### src/rtl/sat_alu_pipe.sv
// sat_alu_pipe
//   Two-stage valid/ready saturating arithmetic unit with a persistent
//   accumulator. Stage S1 captures the request with its operands widened
//   to WIDTH+2 bits. Stage S2 computes and clamps the result, registers it,
//   and updates the accumulator and the sticky saturation flag.
//
// Ports
//   clk         sole clock, rising edge
//   rst_n       asynchronous active-low reset
//   in_valid    request valid
//   in_ready    request accepted when in_valid && in_ready
//   op          00 ADD, 01 SUB, 10 ACC (acc + a), 11 LOAD (acc <= a)
//   is_signed   1: two's-complement limits, 0: unsigned limits
//   a, b        operands (b ignored by ACC and LOAD)
//   out_valid   result valid
//   out_ready   result consumed when out_valid && out_ready
//   result      clamped result
//   sat         result was clamped
//   acc         accumulator register
//   sat_sticky  set by any clamped result, cleared by clr_sticky
//   clr_sticky  synchronous clear of sat_sticky (a same-cycle set wins)
module sat_alu_pipe #(
  parameter int WIDTH = 32
) (
  input  logic             clk,
  input  logic             rst_n,
  input  logic             in_valid,
  output logic             in_ready,
  input  logic [1:0]       op,
  input  logic             is_signed,
  input  logic [WIDTH-1:0] a,
  input  logic [WIDTH-1:0] b,
  output logic             out_valid,
  input  logic             out_ready,
  output logic [WIDTH-1:0] result,
  output logic             sat,
  output logic [WIDTH-1:0] acc,
  output logic             sat_sticky,
  input  logic             clr_sticky
);

  // Two guard bits hold any sum or difference of two WIDTH-bit operands,
  // signed or unsigned, without wrapping.
  localparam int XW = WIDTH + 2;

  localparam logic signed [XW-1:0] S_MAX = {3'b000, {(WIDTH-1){1'b1}}};
  localparam logic signed [XW-1:0] S_MIN = {3'b111, {(WIDTH-1){1'b0}}};
  localparam logic signed [XW-1:0] U_MAX = {2'b00, {WIDTH{1'b1}}};
  localparam logic signed [XW-1:0] U_MIN = {XW{1'b0}};

  typedef enum logic [1:0] {
    OP_ADD  = 2'b00,
    OP_SUB  = 2'b01,
    OP_ACC  = 2'b10,
    OP_LOAD = 2'b11
  } op_t;

  function automatic logic signed [XW-1:0] extend(input logic [WIDTH-1:0] v,
                                                  input logic sgn);
    extend = sgn ? {{2{v[WIDTH-1]}}, v} : {2'b00, v};
  endfunction

  // ---------------------------------------------------------------- handshake
  logic s1_valid;
  logic advance;

  assign advance  = !out_valid || out_ready;
  assign in_ready = !s1_valid || advance;

  // ---------------------------------------------------------------- stage S1
  op_t                   s1_op;
  logic                  s1_signed;
  logic signed [XW-1:0]  s1_a;
  logic signed [XW-1:0]  s1_b;

  always_ff @(posedge clk or negedge rst_n) begin
    if (!rst_n) begin
      s1_valid  <= 1'b0;
      s1_op     <= OP_ADD;
      s1_signed <= 1'b0;
      s1_a      <= '0;
      s1_b      <= '0;
    end else if (in_ready) begin
      s1_valid <= in_valid;
      if (in_valid) begin
        s1_op     <= op_t'(op);
        s1_signed <= is_signed;
        s1_a      <= extend(a, is_signed);
        s1_b      <= extend(b, is_signed);
      end
    end
  end

  // ------------------------------------------------- stage S2 combinational
  logic signed [XW-1:0] acc_x;
  logic signed [XW-1:0] raw;
  logic signed [XW-1:0] limit_hi;
  logic signed [XW-1:0] limit_lo;
  logic                 over;
  logic                 under;
  logic [WIDTH-1:0]     res_nxt;
  logic                 sat_nxt;
  logic                 writes_acc;
  logic                 s2_load;

  always_comb begin
    // acc is reinterpreted under the mode of the op that consumes it.
    acc_x = extend(acc, s1_signed);
    raw   = s1_a;
    case (s1_op)
      OP_ADD:  raw = s1_a + s1_b;
      OP_SUB:  raw = s1_a - s1_b;
      OP_ACC:  raw = acc_x + s1_a;
      default: raw = s1_a;
    endcase

    limit_hi = s1_signed ? S_MAX : U_MAX;
    limit_lo = s1_signed ? S_MIN : U_MIN;
    over     = raw > limit_hi;
    under    = raw < limit_lo;

    res_nxt = raw[WIDTH-1:0];
    if (over) begin
      res_nxt = limit_hi[WIDTH-1:0];
    end else if (under) begin
      res_nxt = limit_lo[WIDTH-1:0];
    end
    // LOAD passes an in-range operand through, so it never clamps.
    sat_nxt = over || under;

    writes_acc = (s1_op == OP_ACC) || (s1_op == OP_LOAD);
    s2_load    = advance && s1_valid;
  end

  // ---------------------------------------------------------------- stage S2
  always_ff @(posedge clk or negedge rst_n) begin
    if (!rst_n) begin
      out_valid <= 1'b0;
      result    <= '0;
      sat       <= 1'b0;
      acc       <= '0;
    end else if (advance) begin
      out_valid <= s1_valid;
      if (s1_valid) begin
        result <= res_nxt;
        sat    <= sat_nxt;
        if (writes_acc) begin
          acc <= res_nxt;
        end
      end
    end
  end

  always_ff @(posedge clk or negedge rst_n) begin
    if (!rst_n) begin
      sat_sticky <= 1'b0;
    end else if (s2_load && sat_nxt) begin
      sat_sticky <= 1'b1;
    end else if (clr_sticky) begin
      sat_sticky <= 1'b0;
    end
  end

endmodule

### config.mk
export PLATFORM = sky130hd
export DESIGN_NAME = sat_alu_pipe
export DESIGN_NICKNAME = d
export VERILOG_FILES = /design/src/rtl/sat_alu_pipe.sv
export SDC_FILE = /design/constraint.sdc
export NUM_CORES = 1
export LEC_CHECK = 0
export CORE_ASPECT_RATIO = 1.2
export CORE_MARGIN = 2
export CORE_UTILIZATION = 44
export CTS_CLUSTER_DIAMETER = 100
export DETAILED_ROUTE_END_ITERATION = 12
export PLACE_DENSITY = 0.67
export SYNTH_ARGS = -nofsm -noshare
export SYNTH_HDL_FRONTEND = slang
export SYNTH_SLANG_ARGS = --single-unit
### constraint.sdc
create_clock -name clk -period 7.3 [get_ports clk]
set_clock_uncertainty 0.05 [all_clocks]
set_input_delay 1.46 -clock clk [delete_from_list [all_inputs] [get_ports clk]]
set_output_delay 1.46 -clock clk [all_outputs]
set_load 0.05 [all_outputs]
Word level (Yosys, flattened, before mapping)
Index checks and enable logic that the tools add are counted.
Word-level totals
  memories: 0
  bits in registers: 139
  latch bits: 0
  RAM bits: 0
  memory bits (read-only): 0
Operators by class
  $lt $le $gt $ge: 2
  equal/unequal tests: 3
  multiply operators: 0
  div/mod/pow operators: 0
  shift-type cells: 0
  muxes and demuxes: 10
  $add $sub $neg: 3
  bitwise operators: 0
  reductions and logical operators: 13
Operators by type and width (count)
  $mux 34: 4
  $pmux 34 s3: 1
  $mux 32: 3
  $add 34x34->34: 2
  $gt 34x33->1: 1
  $lt 34x34->1: 1
  $sub 34x34->34: 1
  $eq 2x2->1 const B: 2
  $logic_or 1x1->1: 4
  $reduce_and 2->1: 2
  $reduce_and 3->1: 1
  $eq 2x1->1 const B: 1
  $logic_and 1x1->1: 2
  $logic_not 1->1: 2
  $logic_not 2->1: 1
  $mux 1: 2
  $reduce_bool 2->1: 1

Longest topological paths before layout
Gate-level depths: netlist of run 1.
  word-level depth: 7
  gate-level depth with buffers: 31

Worst setup path after synthesis of run 1
Ideal clock, no wire load.
  path type: flip-flop to flip-flop
  from: reg s1_b[0]
  to: reg result[0]
  cell stages (with the launch flop): 31
  data required time: 7.093 ns
  data arrival time: 5.737 ns
  setup time: 0.157 ns
  period minus slack after synthesis: 5.944 ns
  path slack: 1.356 ns
  cells stage by stage: dfrtp_1 -> inv_1 -> ha_1 -> nand2_1 -> nor3_1 -> nand4_1 -> or4_1 -> nor3_1 -> and4_1 -> o31a_1 -> o22ai_1 -> ha_1 -> clkbuf_1 -> a21oi_1 -> a21boi_0 -> a311o_1 -> o22ai_1 -> nor4b_1 -> a211o_1 -> ha_1 -> nand4_1 -> a21oi_1 -> nand4_1 -> nor4_1 -> o2111ai_1 -> nor4_2 -> o21ai_1 -> nand2b_1 -> buf_6 -> buf_6 -> a31oi_4
Between the ends
  word-level cells in the longest chain between the ends: 5
Ends and longest elaborated chain
  start: declaration: RTL line 74  | logic signed [XW-1:0] s1_b;
  start signal: assignment: RTL line 89  | s1_b <= extend(b, is_signed);
  $sub 34x34->34 / $add 34x34->34 (equally long branches): RTL line 112, 111
  $pmux 34 s3 (*): RTL line 110  | case (s1_op)
  $lt 34x34->1: RTL line 120  | under = raw < limit_lo;
  $mux 32: RTL line 125  | end else if (under) begin
  $mux 32 (*): RTL line 123  | if (over) begin
  end signal: assignment: RTL line 145  | result <= res_nxt;
  end: declaration: RTL line 35  | output logic [WIDTH-1:0] result,
Mark *: on every way between the ends. The rest lies on a longest branch, timed or not.
A chain may end at the register's enable or synchronous reset.

Worst setup path after layout of run 1
  from: reg s1_b[11]
  to: reg result[18]
The elaborated chain is that of the path after synthesis.

==> flow_metrics.env, run 1 <==
export IMPL_outcome="complete, no violations"
export IMPL_grt_pass1_wl_um=46260
export IMPL_clkTransAtPathRegs_ns=0.06
export IMPL_cap_violations=0
export IMPL_clkPwrFrac=0.170
export IMPL_final_common_cell="clkdlybuf4s50_1"
export IMPL_htreeDepth=4
export IMPL_netSwitchingPower_mw=2.782
export IMPL_drc_errors=0
export IMPL_path_class="flip-flop to flip-flop"
export IMPL_cts_made_buffers=17
export IMPL_ys_seq_elements=137
export IMPL_initialDrtViolationCount=866
export IMPL_startpoint="s1_b[11]"
export IMPL_grt_use_total=0.2528
export IMPL_period_share=0.9337
export IMPL_finalSetupTns_ns=0
export IMPL_coreArea_um2=21560
export IMPL_arrival_ns=7.02
export IMPL_drt_antenna_violating_nets=0
export IMPL_num_antenna_cells=0
export IMPL_fmax_mhz=146.7
export IMPL_hold_viol=0
export IMPL_synth_cells=1098
export IMPL_ys_seq_area_frac=0.3573
export IMPL_die_w_um=138.8
export IMPL_cp_common_cell="nand4_1"
export IMPL_critPathMaxStageDelay_ns=0.59
export IMPL_vias_per_cell=6.084
export IMPL_initial_core_util=0.4451
export IMPL_worstSkewPairLatency_ns=0.43
export IMPL_dp_hpwl_um=22220
export IMPL_critical_path_top_delay_family="simple AND/OR/NAND/NOR gates"
export IMPL_p_int_mw=2.660
export IMPL_synth_async_reset_ratio=1.000
export IMPL_io_pins=140
export IMPL_die_h_um=165.8
export IMPL_syn_nets=1212
export IMPL_ys_flop_type="dfrtp_1"
export IMPL_hold_buffers=0
export IMPL_cp_end_kind="flip-flop"
export IMPL_cts_resized=0
export IMPL_grt_antenna_before_repair=0
export IMPL_setup_viol=0
export IMPL_final_area_um2=11760
export IMPL_path_max_fanout=64
export IMPL_r2r_start="s1_b[11]"
export IMPL_ys_warn_count=0
export IMPL_wirelength_um=29270
export IMPL_r2r_setup_slack_ns=0.48
export IMPL_first_pass_iters=5
export IMPL_layout_common_cells="clkdlybuf4s50_1 (138), dfrtp_1 (137), nor2_1 (119)"
export IMPL_drv_slew=0
export IMPL_drive_above_1_share=0.1242
export IMPL_path_depth=26
export IMPL_syn_area_um2=9595
export IMPL_timing_rr_end="result[18]"
export IMPL_worst_pin_slew_ns=1.051
export IMPL_numPortBuffers=139
export IMPL_p_per_area_nw_per_um2=462.9
export IMPL_clock_sinks=137
export IMPL_grt_max_degree=78
export IMPL_num_vias=9017
export IMPL_critPathSlowestCell="or4_4"
export IMPL_comb_power_share=0.606
export IMPL_grt_overflow=0
export IMPL_reg2reg_depth=26
export IMPL_p_seq_frac=0.224
export IMPL_power_leakage_nw=4.763
export IMPL_post_cts_buffers=0
export IMPL_critical_path_buf_inv_count=1
export IMPL_area_delta_synth_final_pct=22.53
export IMPL_cts_buffer_depth=2
export IMPL_sw_frac_of_total=0.5112
export IMPL_grt_setup_unrepaired="false"
export IMPL_syn_avg_cell_area_um2=8.739
export IMPL_dieArea_um2=23010
export IMPL_worstPathRequired_ns=7.51
export IMPL_ir_drop_uv=350.2
export IMPL_setup_worst_path_end="result[18]"
export IMPL_nets=1309
export IMPL_place_congestion=0.9282
export IMPL_synth_distinct_cells=79
export IMPL_cts_tree="built"
export IMPL_clock_tree_root_cell="clkbuf_16"
export IMPL_drt_wirelength_per_cell_um=19.75
export IMPL_slew_headroom=0.2906
export IMPL_grt_pass1_vias=8350
export IMPL_crit_path_start_kind="flip-flop"
export IMPL_synth_edf_count=0
export IMPL_rows=59
export IMPL_dpl_cell_area_um2=11120
export IMPL_worstHoldPathType="flip-flop to flip-flop"
export IMPL_min_period_ns=6.816
[worst min-delay path by stage]
stage                endpoint  cells past startpoint      from  slack [ns]
global route        out_valid                      1  s1_valid        0.49
global placement    out_valid                      1  s1_valid        0.44
CTS                 out_valid                      1  s1_valid        0.45
detailed placement  out_valid                      1  s1_valid        0.45
finish              out_valid                      1  s1_valid        0.45
floorplan            s1_b[32]                      2  s1_b[32]        0.42
[cell usage after synthesis (6+ instances only)]
cell / count / area, um^2
a211oi_1: 11 / 82.58
a21o_1: 17 / 127.6
a21oi_1: 55 / 275.3
a31oi_1: 58 / 362.9
a31oi_4: 10 / 212.7
a32oi_1: 13 / 113.9
and3_1: 7 / 43.79
buf_2: 8 / 40.04
buf_6: 7 / 78.83
clkbuf_1: 54 / 202.7
dfrtp_1: 137 / 3428
ha_1: 41 / 513.0
inv_1: 48 / 180.2
mux2_2: 69 / 777.0
nand2_1: 115 / 431.7
nand2b_1: 15 / 93.84
nand3_1: 12 / 60.06
nand4_1: 16 / 100.1
nor2_1: 120 / 450.4
nor2b_1: 6 / 37.54
nor3_1: 24 / 120.1
nor4_1: 11 / 68.82
o211ai_1: 7 / 52.55
o21a_1: 7 / 52.55
o21ai_0: 75 / 375.4
o22ai_1: 17 / 106.4
o31a_1: 16 / 140.1
o31ai_1: 7 / 52.55
or3_1: 8 / 50.05
xnor2_1: 6 / 52.55
xor2_1: 7 / 61.31
[metal layers]
layer | up-vias | routed length (um) | track usage
met5 | - | 0 | 0
met4 | 0 | 907 | 0.09047
met3 | 57 | 1983 | 0.04066
met2 | 369 | 13250 | 0.3832
met1 | 4330 | 13120 | 0.3672
li1 | 4261 | - | -
[per-stage QoR]
stage,std cells,utilization,hold slack [ns],power (mW),setup slack [ns]
floorplan,1098,-,0.4196,3.483,1.356
global placement,1450,0.5161,0.4365,4.427,0.7813
detailed placement,1450,0.5161,0.4521,4.468,0.5391
CTS,1482,0.5452,0.4514,5.411,0.5176
global route,1482,0.5454,0.4933,5.743,0.05927
finish,1482,0.5454,0.4522,5.442,0.4840
[kinds of logic after synthesis]
kind of cell               share of synthesized area
adders and majority gates                    0.05555
muxes                                        0.08411
DFF                                           0.3573
AOI/OAI and AO/OA                             0.2531
buffers and inverters                        0.05437
xor gates and xnor gates                     0.01187
and+or+nand+nor                               0.1837
[flip-flops by register name, summed over array words and instances, names as in the netlist]
name / count
s1_a: 33
sat_sticky: 1
s1_signed: 1
s1_valid: 1
sat: 1
out_valid: 1
result: 32
acc: 32
s1_op: 2
s1_b: 33
[power by group through the flow]
stage                     combinational (mW)  sequential (mW)  clock (mW)
after floorplan                         1.75             1.73           0
after global routing                    3.52             1.25       0.972
final                                   3.30             1.22       0.925
after detailed placement                3.24             1.23           0
after CTS                               3.25             1.22       0.940
after global placement                  3.21             1.22           0
[final cells by class]
type	instances	area, um^2
fill	1965	9798
multi-input combinational	839	5677
sequential	137	3428
timing repair buffer	152	1503
clock buffer	18	439.2
tap	274	342.8
clock inverter	14	187.7
inverter	48	180.2
Note: power is estimated with default switching activity, not from simulation.
==> inputs of run 2 (changes only) <==
Settings changed: HOLD_SLACK_MARGIN set to 0.1.
==> results of run 2 <==
The final DEF is identical to that of run 1; final timing and power are the same.
==> inputs of run 3 (changes only) <==
==> constraint.sdc (replaced) <==
create_clock -name clk -period 7.3 [get_ports clk]
set_clock_uncertainty 0.05 [all_clocks]
set_input_delay 0.73 -clock clk [delete_from_list [all_inputs] [get_ports clk]]
set_output_delay 0.73 -clock clk [all_outputs]
set_load 0.05 [all_outputs]
==> results of run 3 <==
Same layout as run 1 (identical final DEF). Status: complete, no violations.
Main changes from that run: hold slack 0.4522 ns -> 0.2773 ns
